--- config.mk ---
export PLATFORM = sky130hd
export DESIGN_NAME = byte_unstriping
export DESIGN_NICKNAME = d
export VERILOG_FILES = /design/src/rtl/byte_unstriping.sv
export SDC_FILE = /design/constraint.sdc
export NUM_CORES = 1
export LEC_CHECK = 0
export BUFFER_PORTS_ARGS = -buffer_cell sky130_fd_sc_hd__buf_2
export CAP_MARGIN = 20
export CORE_AREA = 2 2 80 82
export CTS_BUF_LIST = sky130_fd_sc_hd__clkbuf_2
export CTS_CLUSTER_DIAMETER = 40
export DETAILED_ROUTE_END_ITERATION = 7
export DIE_AREA = 0 0 82 84
export GPL_ROUTABILITY_DRIVEN = 0
export PLACE_DENSITY = 0.87
export SKIP_LAST_GASP = 1
export SYNTH_ARGS = -nofsm -noshare
export SYNTH_HDL_FRONTEND = slang
export SYNTH_SLANG_ARGS = --single-unit
--- constraint.sdc ---
create_clock -name clk -period 3.8 [get_ports clk]
set_input_delay 0.57 -clock clk [delete_from_list [all_inputs] [get_ports clk]]
set_output_delay 0.57 -clock clk [all_outputs]
set_load 0.02 [all_outputs]
--- src/rtl/byte_unstriping.sv ---
// Four-lane to one-lane byte un-striper: each accepted 4-byte word is replayed
// as lane 0,1,2,3 bytes on consecutive cycles, with one word of look-ahead buffering.
module byte_unstriping #(
  parameter int WIDTH = 8
) (
  input  logic             clk,
  input  logic             reset,
  input  logic             valid_in,
  input  logic [WIDTH-1:0] data_in0,
  input  logic [WIDTH-1:0] data_in1,
  input  logic [WIDTH-1:0] data_in2,
  input  logic [WIDTH-1:0] data_in3,
  output logic             ready_in,
  output logic             valid_out,
  output logic [WIDTH-1:0] data_out
);

  // Handshake: a word moves on any clock where valid_in && ready_in are both 1;
  // upstream must hold its word stable while valid_in=1 and ready_in=0.
  // The output side has no back-pressure: a byte is consumed whenever valid_out=1.

  typedef enum logic [2:0] {IDLE, L0, L1, L2, L3} state_t;

  state_t           state;
  logic [WIDTH-1:0] cur  [4];
  logic [WIDTH-1:0] pend [4];
  logic             pend_valid;
  logic [WIDTH-1:0] in_word [4];
  logic             accept;

  assign in_word[0] = data_in0;
  assign in_word[1] = data_in1;
  assign in_word[2] = data_in2;
  assign in_word[3] = data_in3;

  assign ready_in = !pend_valid;
  assign accept   = valid_in && ready_in;

  // data_out/valid_out are loaded with the byte of the state being entered,
  // so both outputs come straight from flops.
  always_ff @(posedge clk) begin
    if (reset) begin
      state      <= IDLE;
      pend_valid <= 1'b0;
      cur        <= '{default: '0};
      pend       <= '{default: '0};
      valid_out  <= 1'b0;
      data_out   <= '0;
    end else begin
      case (state)
        IDLE: begin
          if (accept) begin
            cur       <= in_word;
            data_out  <= data_in0;
            valid_out <= 1'b1;
            state     <= L0;
          end
        end
        L0, L1, L2: begin
          if (accept) begin
            pend       <= in_word;
            pend_valid <= 1'b1;
          end
          valid_out <= 1'b1;
          case (state)
            L0:      begin data_out <= cur[1]; state <= L1; end
            L1:      begin data_out <= cur[2]; state <= L2; end
            default: begin data_out <= cur[3]; state <= L3; end
          endcase
        end
        L3: begin
          if (pend_valid) begin
            cur        <= pend;
            data_out   <= pend[0];
            pend_valid <= 1'b0;
            valid_out  <= 1'b1;
            state      <= L0;
          end else if (accept) begin
            // Bypass: an empty buffer lets the new word go straight to cur.
            cur       <= in_word;
            data_out  <= data_in0;
            valid_out <= 1'b1;
            state     <= L0;
          end else begin
            data_out  <= '0;
            valid_out <= 1'b0;
            state     <= IDLE;
          end
        end
        default: begin
          data_out  <= '0;
          valid_out <= 1'b0;
          state     <= IDLE;
        end
      endcase
    end
  end

endmodule

==> key figures <==
Clocking
  • Buffer count from post-CTS setup fixing: 0
  • Clk pin slew, worst setup/hold paths: approximately 0.18 ns
  • Number of gates resized after CTS: 0
  • Clock Path Buffers: 2
  • Hold-fix buffer count after cts: 0
  • # H-tree levels: 3
  • Clock buffers created by TritonCTS: 9
  • Skew-Pair Late Insertion Delay: about 0.47 ns
  • Clock tree sinks: between 60 and 70
  • Root buffer selected by CTS: sky130_fd_sc_hd__clkbuf_2
  • Clock tree from TritonCTS: built

STA
  • Period minus WS final: 2.436 ns
  • Final setup vio count: 0
  • Final TNS setup: 0 ns
  • Unrepaired setup endpoints after global routing: no
  • Final worst-path cycle share: 0.6409
  • Worst Tran Pin Value: 0.8024 ns
  • Final-report max-slew violation count: 0
  • Achievable frequency: around 400 MHz
  • Final Skew: around 0.012 ns
  • Worst max-slew margin expressed relative to the limit: 0.4651
  • Final hold violations: 0

Final layout
  • Antenna diode instance count: 0
  • Most frequent standard cell in the layout excluding fill and tap cells: sky130_fd_sc_hd__nand2_1
  • Leading cell types in the layout, fill and taps excluded: sky130_fd_sc_hd__nand2_1 (82), sky130_fd_sc_hd__dfxtp_1 (69), sky130_fd_sc_hd__nor2_1 (45)
  • Area growth from synthesis to layout: 6.151%
  • Fill cells: ~600
  • Finished layout cell area: 3455 µm²
  • Net count of the finished layout: approximately 450
  • Fraction of layout cells with a size suffix above 1: 0.1875

Power
  • Power per Cell Area: about 470 nW/µm²
  • Leakage power total: around 0.0014 µW
  • Total internal power: ~1100 µW
  • Part of the power in combinational logic: 0.259
  • Switching Fraction: 0.3427
  • Clock group share of total power: 0.204
  • Switching power: between 500 and 600 µW
  • Share of power burned in registers: 0.537
  • IR Drop Worst-Case VDD: roughly 0.00021 V

Yosys
  • Post-synth ARST share: 0
  • Synth warn: 0
  • Sequential-to-total area share from yosys stat: 0.4245
  • Number of synthesized register bits: 69
  • EDFF count, synth: 0
  • Cell area after technology mapping: between 3000 and 4000 µm²
  • Cell count after synthesis: between 300 and 400
  • Nets in the synthesized netlist: approximately 430
  • Top area cells in the synthesized netlist: sky130_fd_sc_hd__dfxtp_1 (42%), sky130_fd_sc_hd__nand2_1 (9.5%), sky130_fd_sc_hd__a21oi_1 (5.8%), sky130_fd_sc_hd__a2bb2oi_1 (5.7%), sky130_fd_sc_hd__nor2_1 (5.2%)
  • Number of unique standard cell types used by synthesis: 36
  • Cell type with the largest total area after synthesis: sky130_fd_sc_hd__dfxtp_1
  • Syn_area_per_cell: about 8.3 µm²
  • Top cell type's share of synthesized area: 0.4245
  • Main synth FF type: sky130_fd_sc_hd__dfxtp_1

Setup path
  • Worst Path Arrival: between 2 and 3 ns
  • Maximum net fanout on the critical path: 31
  • Crit Path Class: flip-flop to flip-flop
  • Required @ worst endpoint: 4.20 ns
  • Endpoint type of the worst setup path: flip-flop
  • Startpoint type of the worst setup path: flip-flop

Outcome
  • Result of the run: finished, final reports clean

Drt
  • Total via count after detailed routing: 2838
  • Average wire per cell in the routed design: roughly 15 µm
  • DRC violations left: 0
  • Average vias per placed instance: between 5 and 6
  • Number of nets still failing antenna checks after routing: 0
  • DR iter-0 viols: 176
  • Sum of routed wire length over all layers: 7338 µm
  • Length of the first detailed-routing pass in iterations: 4

Global routing
  • Pin count of the biggest net entering global routing: 46
  • Total GRT Usage: 0.2274
  • Wire length of the first global-routing pass: around 12000 µm
  • Via count of the first global-routing pass: about 2600
  • Antenna violations before repair: 0
  • Gr ovfl total: 0

Floorplanning
  • Placement row count: 29
  • CORE AREA: 6096 µm²
  • Top-level I/O count: 45
  • Floorplan die height: ~84 µm
  • Chip width: between 80 and 90 µm
  • Initial core utilization: 0.5339
  • Die Area: 6888 µm²

Placement
  • Cell Area, Placed: 3366 µm²
  • DP Wirelength: around 5000 µm
  • Port-buffer cells: between 40 and 50

Run
  • Max-cap check violation count: 0

Worst hold path
  • Hold crit path type: primary input to flip-flop
-- cell families (layout without fill, tap and decap cells) --
kind of cell / Yosys count / in the layout / share of synthesized area
AND/OR/NAND/NOR: 155 / 155 / 0.2149
AO/OA/AOI/OAI: 110 / 110 / 0.2388
flip-flops: 69 / 69 / 0.4245
buffers and inverters: 42 / 67 / 0.07343
multiplexers: 14 / 14 / 0.04575
XOR/XNOR: 1 / 1 / 0.002692
-- layer usage --
metal	routed length [µm]	vias up	share of wire	GRT usage
li1	-	1438	-	-
met1	3550	1319	0.48	0.3137
met2	3331	68	0.45	0.3348
met3	312	13	0.043	0.04545
met4	144	0	0.020	0.1106
met5	0	-	0	0
-- per-stage QoR --
stage,power (µW),util,setup slack (ns),hold slack [ns],cells
after global placement,1295,0.5521,1.496,0.4418,476
after global routing,1746,0.5667,1.184,0.2692,493
after CTS,1637,0.5649,1.380,0.2980,492
after floorplan,1233,-,2.228,0.4360,391
after detailed placement,1313,0.5521,1.415,0.4491,476
final,1640,0.5667,1.364,0.3138,493
-- Yosys cell counts, types with 2 or more instances --
library cell / n
sky130_fd_sc_hd__buf_6: 6
sky130_fd_sc_hd__o22ai_1: 21
sky130_fd_sc_hd__a21oi_1: 38
sky130_fd_sc_hd__nor2_1: 45
sky130_fd_sc_hd__nand2_1: 82
sky130_fd_sc_hd__a21oi_4: 2
sky130_fd_sc_hd__dfxtp_1: 69
sky130_fd_sc_hd__a22o_1: 7
sky130_fd_sc_hd__a2bb2oi_1: 21
sky130_fd_sc_hd__buf_4: 6
sky130_fd_sc_hd__inv_1: 3
sky130_fd_sc_hd__nand3_1: 3
sky130_fd_sc_hd__a221oi_1: 15
sky130_fd_sc_hd__buf_2: 11
sky130_fd_sc_hd__mux2i_1: 7
sky130_fd_sc_hd__nand4_1: 7
sky130_fd_sc_hd__nor3_1: 2
sky130_fd_sc_hd__clkbuf_1: 15
sky130_fd_sc_hd__mux2_2: 7
sky130_fd_sc_hd__and4_1: 8
-- sequential cells by signal (all words and copies together) (netlist names) --
register,cells
cur,24
data_out,8
pend,32
pend_valid,1
state,3
valid_out,1
-- final cells by class --
class | instances | area (µm²) | share of cell area
clock buffers | 13 | 65.06 | 0.01883
clock inverters | 3 | 12.51 | 0.003622
flip-flops and latches | 69 | 1381 | 0.3999
inverters | 3 | 11.26 | 0.003260
well taps | 77 | 96.34 | 0.02789
multi-input cells | 280 | 1634 | 0.4730
repair buffers | 48 | 254.0 | 0.07352
-- worst paths after layout --
| path | startpoint | endpoint | slack (ns) | cells after the start |
|---|---|---|---|---|
| min reg2reg | pend[6] | pend[6] | 0.47 | 2 |
| max | state[1] | pend[11] | 1.36 | 5 |
| min | data_in1[6] | pend[22] | 0.31 | 3 |
| max reg2reg | state[1] | pend[11] | 1.36 | 5 |
-- worst max-delay path, stage by stage (launching register included) --
cell,delay (ns)
sky130_fd_sc_hd__dfxtp_1,0.72
sky130_fd_sc_hd__or2_4,0.49
sky130_fd_sc_hd__and4_1,0.63
sky130_fd_sc_hd__buf_4,0.32
sky130_fd_sc_hd__nand2_1,0.08
sky130_fd_sc_hd__a21oi_1,0.12
-- power by group through the flow --
stage | clock network [µW] | registers (µW) | logic [µW]
3_3_place_gp | 0 | 890 | 405
6_report | 335 | 881 | 425
2_1_floorplan | 0 | 875 | 358
3_5_place_dp | 0 | 895 | 418
4_1_cts | 339 | 879 | 419
5_1_grt | 380 | 892 | 474
No activity file was read; power rests on OpenSTA's default activity.
